### src/rtl/csam_round_norm.sv
`default_nettype none
// ============================================================================
// Module   : csam_round_norm
// Purpose  : Back end of the CSAM array multiplier. Takes the unsigned 2N-bit
//            product of two 1.(N-1) significands (format 2.(2N-2)), normalizes
//            it to 1.(N-1), rounds it in the selected mode and reports the
//            exponent adjustment plus inexact / zero flags.
//            Two-stage valid/ready pipeline:
//              stage 1 : normalize, extract guard / sticky
//              stage 2 : round, renormalize on carry-out
// Ports    : clk        rising-edge clock
//            rst_n      asynchronous active-low reset
//            in_valid   prod_i / rm_i valid this cycle
//            in_ready   stage 1 can accept (transfer on in_valid & in_ready)
//            prod_i     [2N-1:0] product, value in [0,4)
//            rm_i       [1:0] round mode: 00 RNE, 01 RZ, 10 RU, 11 RNA
//            out_valid  result valid
//            out_ready  consumer accepts (transfer on out_valid & out_ready)
//            res_o      [N-1:0] rounded significand 1.(N-1)
//            exp_adj_o  [1:0] exponent increment 0..2
//            inexact_o  guard | sticky nonzero
//            zero_o     product was zero
// Revision : 1.0 - initial release
// ============================================================================
module csam_round_norm #(
  parameter int N = 19          // significand width, must be >= 3
) (
  input  logic             clk,
  input  logic             rst_n,
  input  logic             in_valid,
  output logic             in_ready,
  input  logic [2*N-1:0]   prod_i,
  input  logic [1:0]       rm_i,
  output logic             out_valid,
  input  logic             out_ready,
  output logic [N-1:0]     res_o,
  output logic [1:0]       exp_adj_o,
  output logic             inexact_o,
  output logic             zero_o
);

  localparam int PW = 2 * N;

  localparam logic [1:0] RM_RNE = 2'b00;
  localparam logic [1:0] RM_RZ  = 2'b01;
  localparam logic [1:0] RM_RU  = 2'b10;
  localparam logic [1:0] RM_RNA = 2'b11;

  // --------------------------------------------------------------------------
  // Pipeline state
  // --------------------------------------------------------------------------
  logic             v1_q,   v1_d;
  logic [N-1:0]     m1_q,   m1_d;
  logic             g1_q,   g1_d;
  logic             s1_q,   s1_d;
  logic             sh1_q,  sh1_d;
  logic             z1_q,   z1_d;
  logic [1:0]       rm1_q,  rm1_d;

  logic             v2_q,   v2_d;
  logic [N-1:0]     res_q,  res_d;
  logic [1:0]       adj_q,  adj_d;
  logic             inx_q,  inx_d;
  logic             zero_q, zero_d;

  // --------------------------------------------------------------------------
  // Handshake: a stage is ready when empty or when it drains this cycle.
  // Purely combinational so a full pipeline still streams at 1/cycle.
  // --------------------------------------------------------------------------
  logic ready_s2;
  logic s1_load;
  logic s2_load;

  always_comb begin
    ready_s2 = !v2_q || out_ready;
    in_ready = !v1_q || ready_s2;
    s1_load  = in_valid && in_ready;
    s2_load  = v1_q && ready_s2;
  end

  // --------------------------------------------------------------------------
  // Stage 1 normalize. The product lies in [1,4) for normalized operands, so
  // only the top bit decides between a 1-bit right shift and none.
  // Products in (0,1) fall through the no-shift path unchanged.
  // --------------------------------------------------------------------------
  logic [N-1:0] norm_m;
  logic         norm_g;
  logic         norm_s;
  logic         norm_sh;
  logic         norm_zero;

  always_comb begin
    norm_sh   = prod_i[PW-1];
    norm_zero = ~|prod_i;
    if (norm_sh) begin
      norm_m = prod_i[PW-1:N];
      norm_g = prod_i[N-1];
      norm_s = |prod_i[N-2:0];
    end else begin
      norm_m = prod_i[PW-2:N-1];
      norm_g = prod_i[N-2];
      norm_s = |prod_i[N-3:0];
    end
  end

  always_comb begin
    v1_d  = v1_q;
    m1_d  = m1_q;
    g1_d  = g1_q;
    s1_d  = s1_q;
    sh1_d = sh1_q;
    z1_d  = z1_q;
    rm1_d = rm1_q;
    if (in_ready) begin
      // Either empty or handing its content to stage 2 this cycle.
      v1_d = in_valid;
    end
    if (s1_load) begin
      m1_d  = norm_m;
      g1_d  = norm_g;
      s1_d  = norm_s;
      sh1_d = norm_sh;
      z1_d  = norm_zero;
      rm1_d = rm_i;
    end
  end

  // --------------------------------------------------------------------------
  // Stage 2 round. The increment decision uses only guard, sticky and the
  // LSB of the kept significand.
  // --------------------------------------------------------------------------
  logic         rnd_inc;
  logic [N:0]   rnd_sum;
  logic [N-1:0] rnd_res;
  logic [1:0]   rnd_adj;
  logic         rnd_inx;

  always_comb begin
    rnd_inc = 1'b0;
    case (rm1_q)
      RM_RNE:  rnd_inc = g1_q & (s1_q | m1_q[0]);
      RM_RZ:   rnd_inc = 1'b0;
      RM_RU:   rnd_inc = g1_q | s1_q;
      RM_RNA:  rnd_inc = g1_q;
      default: rnd_inc = 1'b0;
    endcase

    rnd_sum = {1'b0, m1_q} + {{N{1'b0}}, rnd_inc};
    rnd_inx = g1_q | s1_q;

    if (z1_q) begin
      rnd_res = '0;
      rnd_adj = 2'd0;
      rnd_inx = 1'b0;
    end else if (rnd_sum[N]) begin
      // Carry out of 1.11..1 + ulp: result is exactly 2.0, renormalize to 1.0.
      rnd_res = {1'b1, {(N-1){1'b0}}};
      rnd_adj = {1'b0, sh1_q} + 2'd1;
    end else begin
      rnd_res = rnd_sum[N-1:0];
      rnd_adj = {1'b0, sh1_q};
    end
  end

  always_comb begin
    v2_d   = v2_q;
    res_d  = res_q;
    adj_d  = adj_q;
    inx_d  = inx_q;
    zero_d = zero_q;
    if (ready_s2) begin
      v2_d = v1_q;
    end
    if (s2_load) begin
      res_d  = rnd_res;
      adj_d  = rnd_adj;
      inx_d  = rnd_inx;
      zero_d = z1_q;
    end
  end

  // --------------------------------------------------------------------------
  // State registers
  // --------------------------------------------------------------------------
  always_ff @(posedge clk or negedge rst_n) begin
    if (!rst_n) begin
      v1_q   <= 1'b0;
      m1_q   <= '0;
      g1_q   <= 1'b0;
      s1_q   <= 1'b0;
      sh1_q  <= 1'b0;
      z1_q   <= 1'b0;
      rm1_q  <= 2'b00;
      v2_q   <= 1'b0;
      res_q  <= '0;
      adj_q  <= 2'd0;
      inx_q  <= 1'b0;
      zero_q <= 1'b0;
    end else begin
      v1_q   <= v1_d;
      m1_q   <= m1_d;
      g1_q   <= g1_d;
      s1_q   <= s1_d;
      sh1_q  <= sh1_d;
      z1_q   <= z1_d;
      rm1_q  <= rm1_d;
      v2_q   <= v2_d;
      res_q  <= res_d;
      adj_q  <= adj_d;
      inx_q  <= inx_d;
      zero_q <= zero_d;
    end
  end

  assign out_valid = v2_q;
  assign res_o     = res_q;
  assign exp_adj_o = adj_q;
  assign inexact_o = inx_q;
  assign zero_o    = zero_q;

endmodule
`default_nettype wire
### config.mk
export PLATFORM = sky130hd
export DESIGN_NAME = csam_round_norm
export DESIGN_NICKNAME = d
export VERILOG_FILES = /design/src/rtl/csam_round_norm.sv
export SDC_FILE = /design/constraint.sdc
export NUM_CORES = 1
export LEC_CHECK = 0
export BUFFER_PORTS_ARGS = -buffer_cell sky130_fd_sc_hd__buf_2
export CAP_MARGIN = 20
export CORE_AREA = 2 2 91 93
export DETAILED_ROUTE_END_ITERATION = 16
export DIE_AREA = 0 0 93 95
export GPL_TIMING_DRIVEN = 1
export MAX_ROUTING_LAYER = met4
export SETUP_SLACK_MARGIN = 0.3
export SLEW_MARGIN = 10
export SYNTH_ARGS = -nofsm -noshare
export SYNTH_HDL_FRONTEND = slang
export SYNTH_SLANG_ARGS = --single-unit
### constraint.sdc
create_clock -name clk -period 2 [get_ports clk]
set_input_delay 0.3 -clock clk [delete_from_list [all_inputs] [get_ports clk]]
set_output_delay 0.3 -clock clk [all_outputs]
set_load 0.01 [all_outputs]
==> run summary, run 1 <==
Cell Rows -> 33
R2R Path Start -> s1_q$_DFFE_PN0P_
ANT cells -> 0
First-pass GRT wire length -> 10600 um
Fraction of layout cells with a size suffix above 1 -> 38.7%
Clk sinks -> 50
Internal -> 1.76 mW
Slew Viols, Final -> 0
Synth Flop Type -> dfrtp_1
Die Y -> 95 um
Min-Delay Path Class -> input port to register
Syn Inst Count -> 268
Clock buffer depth -> 2
Area Overhead vs Synth -> 29.4%
Sequential element share of the synthesized area -> 46.9%
Post-synth EDFFs -> 0
DR pass1 iterations -> 4
Worst r2r path cells -> 9
Max Clk Rate -> 0.495 GHz
Slew @ Worst Pin -> 0.564 ns
NetSw -> 853 uW
Worst setup EP type -> register
Finish-stage setup viols -> 5
Reg clk slew, reported paths -> 0.08 ns
Worst path arrival time -> 2.21 ns
Placeable Area -> 7930 sq um
Initial Utilization -> 33.6%
GP Congestion -> 0.787
# Max-Cap Violations -> 0
Synthesized cell area -> 2670 sq um
Comb pwr share -> 28.1%
Status -> complete, but fails checks
Number of global-route vias before repair -> 2187
Commonest cells after routing, fill and taps aside -> buf_2, nand2_1, dfrtp_1, o21ai_0, buf_4
DRC violations left -> 0
Setup crit start kind -> register
CTS root buf -> clkbuf_8
CTS buffer count -> 5
Worst Skew -> 0.00592 ns
Unique masters post-synth -> 49
Hold depth -> 2
Commonest non-fill, non-tap cell in the layout -> buf_2
Final Util -> 43.5%
CP Class -> register to register
Switching Fraction -> 32.7%
R2r setup slk -> -0.02 ns
Power density cells -> 757 nW/um^2
Peak VDD IR -> 227 uV
Unrepaired setup endpoints after global routing -> true
CTS tree -> yes
Mapped Nets -> 316
Largest net degree at the start of global routing -> 42
Synthesis warning total -> 0
Rel. slew slack -> 62.4%
Vias per cell -> 4.92
Reg power frac -> 50.7%
Hold endpoint -> v1_q$_DFFE_PN0N_
FF+latch count, synth -> 50
Leak pwr -> 1.59 nW
Iteration-0 DRC Markers -> 77
Setup ws final -> -0.0210 ns
Hold Crit Start -> in_valid
Critical Path RT -> 2.18 ns
Overflow after GRT -> 0
Via count -> 2258
Htree depth -> 2
Detailed Place HPWL -> 4750 um
Final Hold Violating Endpoints -> 0
Worst r2r dst -> res_o[16]$_DFFE_PN0P_
Final Net Count -> 402
Worst-Skew Late Latency -> 0.30 ns
Die Wd -> 93 um
Antenna violations before repair -> 0
Die area -> 8840 sq um
Fin crit share -> 101%
Total track usage -> 15.7%
Worst hold slack -> 0.200 ns
Final WL -> 6410 um
IO Port Bufs -> 68
Post-DRT Antenna Nets -> 0
I/O pin count -> 69
Ys async rst share -> 100%
Min Tclk post-route -> 2.02 ns
Failing checks -> setup timing
Syn_area_per_cell -> 9.95 sq um
Clock network power share -> 21.2%
Avg WL per Cell -> 14.0 um
CP Max Fanout -> 4
## synthesized netlist by cell type (2+ instances only)
cell      count  area (sq um)
nand2_1      52           195
dfrtp_1      50          1250
o21ai_0      32           160
mux2i_1      19           190
nor4_1       11          68.8
clkbuf_1      9          33.8
o21ai_2       8          70.1
xnor2_1       8          70.1
nor3_1        7          35.0
inv_1         5          18.8
mux2_2        5          56.3
nand3_1       5          25.0
nand4_1       5          31.3
xor2_1        5          43.8
ha_1          4          50.1
nor2_1        4          15.0
nand2b_1      3          18.8
a21oi_1       2          10.0
a22oi_1       2          15.0
a22oi_2       2          25.0
and4_1        2          17.5
## metrics by stage
step	cell area [sq um]	cells	worst slack [ns]	total power [mW]	setup TNS, ns
after floorplan	2690	268	0.0583	1.72	0
after global placement	3210	443	0.0345	2.02	0
after detailed placement	3210	443	-0.0234	2.03	-0.0234
after CTS	3400	457	0.0387	2.63	0
after global routing	3450	459	-0.129	2.78	-1.75
final	3450	459	-0.0210	2.61	-0.0399
## power by group through the flow
stage | Combinational, mW | Clock [mW] | Sequential (mW)
2_1_floorplan | 0.353 | 0 | 1.37
3_3_place_gp | 0.684 | 0 | 1.33
3_5_place_dp | 0.693 | 0 | 1.34
4_1_cts | 0.727 | 0.576 | 1.32
5_1_grt | 0.818 | 0.611 | 1.35
6_report | 0.733 | 0.554 | 1.32
## critical path, stage by stage, from the launching register on
cell and delay (ns):
dfrtp_1 0.37, o21ai_1 0.10, a21oi_2 0.14, a21o_1 0.14, ha_4 0.16, ha_2 0.19, nand2_2 0.09, or4_4 0.53
o21ai_2 0.13, a22oi_2 0.06
## worst max path at each step
stage                        startpoint  depth (start not counted)  slack (ns)                    end
finish                 s1_q$_DFFE_PN0P_                          9       -0.02  res_o[16]$_DFFE_PN0P_
global route           s1_q$_DFFE_PN0P_                          9       -0.13  res_o[16]$_DFFE_PN0P_
CTS                    s1_q$_DFFE_PN0P_                          9        0.04  res_o[16]$_DFFE_PN0P_
detailed placement     s1_q$_DFFE_PN0P_                          9       -0.02  res_o[16]$_DFFE_PN0P_
global placement       s1_q$_DFFE_PN0P_                          9        0.03  res_o[16]$_DFFE_PN0P_
floorplan           m1_q[0]$_DFFE_PN0P_                          9        0.06  res_o[16]$_DFFE_PN0P_
## metal layers
metal | global-route usage [%] | share of wire (%) | wire length [um]
met5 | - | 0 | 0
met4 | 4.53 | 1.3 | 84
met3 | 2.79 | 4.8 | 308
met2 | 23.7 | 45 | 2870
met1 | 21.8 | 49 | 3150
## registers in the layout (all words and copies together) (netlist names)
register and count:
rm1_q 2, zero_o 1, out_valid 1, s1_q 1, v1_q 1, m1_q 19
sh1_q 1, inexact_o 1, exp_adj_o 2, res_o 19, g1_q 1, z1_q 1
## timing repair
action / in CTS / in global routing
hold endpoints to repair: 9 / 0
hold buffers: 1 / 0
gates resized for setup: 13 / 6
buffers inserted: 5 / 1
setup endpoints to repair: 21 / 21
cloned: 1 / 1
pin swaps: 3 / 2
## kinds of logic after synthesis
family,share of synthesized area (%)
fa+ha+maj,1.88
simple gates,20.5
flops,46.9
mux,9.24
compound gates,13.9
buf+inv,3.33
xor+xnor,4.27
## area by class of cell
class	instances	area (sq um)
Tap cell	105	131
Fill cell	823	4480
Timing Repair Buffer	90	508
Multi-Input combinational cell	202	1470
Sequential cell	50	1250
Inverter	5	18.8
Clock buffer	7	76.3
No activity file was read; power rests on OpenSTA's default activity.
==> run 2: changes to the inputs <==
--- a/config.mk
+++ b/config.mk
@@ -12,7 +12,7 @@
 export DIE_AREA = 0 0 93 95
 export GPL_TIMING_DRIVEN = 1
 export MAX_ROUTING_LAYER = met4
-export SETUP_SLACK_MARGIN = 0.3
+export SETUP_SLACK_MARGIN = 0.05
 export SLEW_MARGIN = 10
 export SYNTH_ARGS = -nofsm -noshare
 export SYNTH_HDL_FRONTEND = slang
==> run 2 against run 1 <==
The run ends with hold timing left. Hold slack worse by 0.20 ns. Power fell by 0.31%. Global-route usage decreased by 0.85 points. Clock-buffer cell count is 1 lower. Flip-flop and latch count is the same. First-iteration DRC count grew 34%. Core utilization fell by 0.24 points. Critical path type unchanged. Via count is 2.2% lower. Largest cell class unchanged. Die area is the same. Routed wire length shrank 5.2%.
==> run summary, run 2 (synthesized netlist as in run 1, its figures left out) <==
Slew @ Worst Pin -> 0.606 ns
DRC violations left -> 0
CP Max Fanout -> 17
Final Net Count -> 399
Finish-stage setup viols -> 0
Worst setup EP type -> register
Detailed Place HPWL -> 4750 um
Switching Fraction -> 32.6%
Place WS -> -0.00462 ns
Clk sinks -> 50
I/O pin count -> 69
Comb pwr share -> 27.6%
Min Tclk post-route -> 1.91 ns
NetSw -> 847 uW
First-pass GRT wire length -> 10100 um
Clock buffer depth -> 2
GP Congestion -> 0.794
CTS buffer count -> 5
Post-DRT Antenna Nets -> 0
Internal -> 1.76 mW
Largest net degree at the start of global routing -> 43
Via count -> 2209
Leak pwr -> 1.59 nW
Placeable Area -> 7930 sq um
Number of global-route vias before repair -> 2177
Worst-path cell chain -> o21ai_1, a21oi_1, a21o_1, ha_4, nand3_4, nor4_4, a311o_2, buf_12, a22oi_2
Slew Viols, Final -> 0
Worst hold slack -> -0.00239 ns
Max Clk Rate -> 0.523 GHz
Vias per cell -> 4.84
CP max stage delay -> 0.40 ns
Worst-Skew Late Latency -> 0.30 ns
Iteration-0 DRC Markers -> 103
Bufs and invs on worst path -> 1
Unrepaired setup endpoints after global routing -> true
Status -> complete, but fails checks
DR pass1 iterations -> 4
Antenna violations before repair -> 0
# Max-Cap Violations -> 0
Cell Rows -> 33
ANT cells -> 0
Final Hold Violating Endpoints -> 2
Die Wd -> 93 um
Filler cells -> 822
Worst Skew -> 0.00138 ns
Min-Delay Path Class -> input port to async pin
Reg power frac -> 51.1%
Final WL -> 6080 um
Placed cell count -> 445
CP Class -> register to register
Final cell count without fillers -> 456
Commonest cells after routing, fill and taps aside -> buf_2, nand2_1, dfrtp_1, o21ai_0
Commonest non-fill, non-tap cell in the layout -> buf_2
IO Port Bufs -> 68
Area Overhead vs Synth -> 28.7%
Setup crit start kind -> register
Setup ws final -> 0.0869 ns
CTS tree -> yes
Die area -> 8840 sq um
Hold buffers post-CTS -> 0
Fraction of layout cells with a size suffix above 1 -> 38.7%
Fin crit share -> 95.7%
Top cell family by delay on the critical path -> compound AO/OA/AOI/OAI gates
Worst r2r path cells -> 9
Worst path arrival time -> 2.14 ns
Rel. slew slack -> 59.6%
Reg clk slew, reported paths -> 0.08 ns
Clock network power share -> 21.3%
Peak VDD IR -> 279 uV
R2r setup slk -> 0.09 ns
Total track usage -> 14.9%
Critical Path RT -> 2.23 ns
Die Y -> 95 um
Failing checks -> hold timing
Power density cells -> 758 nW/um^2
Htree depth -> 2
Crit path max-delay cell type -> dfrtp_1
CTS root buf -> clkbuf_8
Initial Utilization -> 33.6%
Overflow after GRT -> 0
Worst path depth -> 9
Avg WL per Cell -> 13.3 um
[run 2: changes by cell type in the layout (fill, tap and decap cells not counted), sizes merged]
| cell | before | now |
|---|---|---|
| clkbuf | 7 | 6 |
| dlygate4sd3 | 1 | 0 |
| clkinvlp | 0 | 1 |
| a311o | 3 | 1 |
[run 2: per-stage QoR]
stage	util, %	TNS (ns)	cell area [sq um]	power, mW
4_1_cts	41.9	0	3320	2.59
5_1_grt	43.3	-0.0428	3430	2.79
2_1_floorplan	-	0	2680	1.72
6_report	43.3	0	3430	2.60
3_5_place_dp	40.6	-0.00462	3220	2.03
3_3_place_gp	40.6	0	3220	2.01
[run 2: what timing repair did]
item                                    CTS  global route
gates resized for setup                   0            26
endpoints found under the setup margin   12            16
setup buffers                             2             2
pin swaps                                 1             2
[run 2: layout make-up]
class	count	area [sq um]	area share, %
Timing Repair Buffer	89	514	15.0
Multi-Input combinational cell	200	1440	41.9
Clock buffer	6	72.6	2.11
Tap cell	105	131	3.83
Clock inverter	1	7.51	0.219
Sequential cell	50	1250	36.5
Inverter	5	18.8	0.547
[run 2: worst paths after layout]
check	start	end
max in group asynchronous	rst_n	m1_q[6]$_DFFE_PN0P_
worst min register to register	res_o[9]$_DFFE_PN0P_	res_o[9]$_DFFE_PN0P_
worst min-delay path	rst_n	v1_q$_DFFE_PN0N_
min in group clk	in_valid	v1_q$_DFFE_PN0N_
worst max register to register	s1_q$_DFFE_PN0P_	res_o[16]$_DFFE_PN0P_
worst max-delay path	s1_q$_DFFE_PN0P_	res_o[16]$_DFFE_PN0P_
[run 2: power groups by stage]
stage / clock (mW) / sequential, mW / combinational [mW]
4_1_cts: 0.571 / 1.33 / 0.694
2_1_floorplan: 0 / 1.37 / 0.352
3_5_place_dp: 0 / 1.35 / 0.679
5_1_grt: 0.616 / 1.36 / 0.810
3_3_place_gp: 0 / 1.34 / 0.674
6_report: 0.555 / 1.33 / 0.718
[run 2: layer usage]
metal | global-route usage, % | wire, um | vias to the layer above
met2 | 23.3 | 2660 | 62
met5 | - | 0 | -
li1 | - | - | 1125
met3 | 2.63 | 279 | 8
met4 | 4.41 | 75 | 0
met1 | 19.9 | 3060 | 1014
==> run 3: changes to the inputs <==
==> constraint.sdc (replaced) <==
create_clock -name clk -period 2 [get_ports clk]
set_input_delay 0.1 -clock clk [delete_from_list [all_inputs] [get_ports clk]]
set_output_delay 0.1 -clock clk [all_outputs]
set_load 0.01 [all_outputs]
==> run 3 against run 2 <==
The flow now finishes without violations. Register-to-register slack hardly changed. Hold slack better by 0.015 ns. Flip-flop and latch count is the same. Clock skew increased by 0.0069 ns. Clock-buffer cell count is 1 higher. First-iteration DRC count is 4.9% lower. Global-route usage increased by 0.12 points. Sequential power about the same.
==> run summary, run 3 (synthesized netlist as in run 1, its figures left out) <==
Peak VDD IR -> 272 uV
Clock network power share -> 22.6%
Min-Delay Path Class -> input port to register
Die area -> 8840 sq um
Finish-stage setup viols -> 0
Critical Path RT -> 2.23 ns
Final Net Count -> 398
CP max stage delay -> 0.41 ns
Vias per cell -> 4.89
CTS buffer count -> 5
Total track usage -> 15.0%
Min Tclk post-route -> 1.92 ns
Status -> complete, no violations
Setup ws final -> 0.0755 ns
Place WS -> -0.0126 ns
Worst-path cell chain -> o21ai_1, a21oi_1, a21o_1, ha_4, nand3_4, nor4_4, a311o_2, buf_12, a22oi_2
# Max-Cap Violations -> 0
Comb pwr share -> 27.3%
Worst Skew -> 0.00828 ns
Initial Utilization -> 33.6%
First-pass GRT wire length -> 10200 um
Setup crit start kind -> register
GP Congestion -> 0.768
Area Overhead vs Synth -> 30.0%
Number of global-route vias before repair -> 2163
Final Hold Violating Endpoints -> 0
Slew Viols, Final -> 0
Clock buffer depth -> 2
CP Class -> register to register
Post-DRT Antenna Nets -> 0
Htree depth -> 2
Worst setup EP type -> register
Overflow after GRT -> 0
Detailed Place HPWL -> 4640 um
Crit path max-delay cell type -> dfrtp_1
DR pass1 iterations -> 4
IO Port Bufs -> 68
CTS tree -> yes
Leak pwr -> 1.62 nW
Unrepaired setup endpoints after global routing -> true
Largest net degree at the start of global routing -> 51
Die Y -> 95 um
Max Clk Rate -> 0.520 GHz
DRC violations left -> 0
Avg WL per Cell -> 13.3 um
ANT cells -> 0
Bufs and invs on worst path -> 1
NetSw -> 859 uW
Final WL -> 6050 um
Antenna violations before repair -> 0
Worst path arrival time -> 2.15 ns
Reg power frac -> 50.1%
Switching Fraction -> 32.3%
Reg clk slew, reported paths -> 0.09 ns
Worst-Skew Late Latency -> 0.30 ns
Commonest non-fill, non-tap cell in the layout -> buf_2
Die Wd -> 93 um
Clk sinks -> 50
Rel. slew slack -> 58.4%
Slew @ Worst Pin -> 0.624 ns
Placeable Area -> 7930 sq um
Cell Rows -> 33
Worst hold slack -> 0.0122 ns
Fraction of layout cells with a size suffix above 1 -> 39.0%
Internal -> 1.80 mW
Fin crit share -> 96.2%
I/O pin count -> 69
Via count -> 2228
Iteration-0 DRC Markers -> 98
Commonest cells after routing, fill and taps aside -> buf_2, nand2_1, dfrtp_1, o21ai_0, mux2i_1
CTS root buf -> clkbuf_8
Top cell family by delay on the critical path -> compound AO/OA/AOI/OAI gates
Power density cells -> 767 nW/um^2
CP Max Fanout -> 17
==> run 3: worst reg2reg max path: stages (launching register included) <==
cell,delay (ns)
dfrtp_1,0.41
o21ai_1,0.13
a21oi_1,0.07
a21o_1,0.18
ha_4,0.18
nand3_4,0.09
nor4_4,0.05
a311o_2,0.39
buf_12,0.17
a22oi_2,0.17
==> run 3: power groups by stage <==
stage / logic (mW) / registers (mW) / clock network [mW]
after floorplan: 0.352 / 1.37 / 0
after global placement: 0.672 / 1.34 / 0
after detailed placement: 0.680 / 1.35 / 0
after CTS: 0.693 / 1.33 / 0.623
after global routing: 0.818 / 1.36 / 0.663
final: 0.726 / 1.33 / 0.602
==> run 3: layout make-up <==
type / instances / area, sq um
inverter: 5 / 18.8
fill: 807 / 4460
timing repair buffer: 88 / 524
multi-input combinational: 200 / 1450
tap: 105 / 131
clock buffer: 7 / 86.3
clock inverter: 1 / 5.00
sequential: 50 / 1250
==> run 3: metrics by stage <==
step	utilization [%]	instances	instance area (sq um)	TNS [ns]	power, mW
final	43.7	456	3470	0	2.66
after global routing	43.7	456	3470	-0.165	2.84
after CTS	42.2	454	3340	0	2.64
after detailed placement	40.5	443	3210	-0.0244	2.03
after global placement	40.5	443	3210	0	2.01
after floorplan	-	268	2680	0	1.72
==> run 3: worst paths after layout <==
check,from,end,slack (ns),cells past startpoint
setup / recovery,s1_q$_DFFE_PN0P_,res_o[16]$_DFFE_PN0P_,0.08,9
hold / removal,out_ready,out_valid$_DFFE_PN0P_,0.01,2
setup reg to reg,s1_q$_DFFE_PN0P_,res_o[16]$_DFFE_PN0P_,0.08,9
hold reg to reg,res_o[14]$_DFFE_PN0P_,res_o[14]$_DFFE_PN0P_,0.48,2
max in group asynchronous,rst_n,res_o[16]$_DFFE_PN0P_,1.15,3
min in group asynchronous,rst_n,out_valid$_DFFE_PN0P_,0.42,3
==> run 3: per-layer routing <==
layer  GRT usage (%)  routed length (um)  part of all wire [%]
met1            20.8                3040                    50
met2            22.8                2660                    44
met5               -                   0                     0
met3            2.47                 290                   4.8
met4            4.41                  47                  0.78
==> run 3: what timing repair did <==
action                                 in CTS  in global routing
gates resized for setup                     0                 29
buffers inserted                            1                  2
pin swaps                                   1                  5
endpoints found under the hold margin      51                  0
hold buffers                                2                  0
setup endpoints to repair                  16                 19
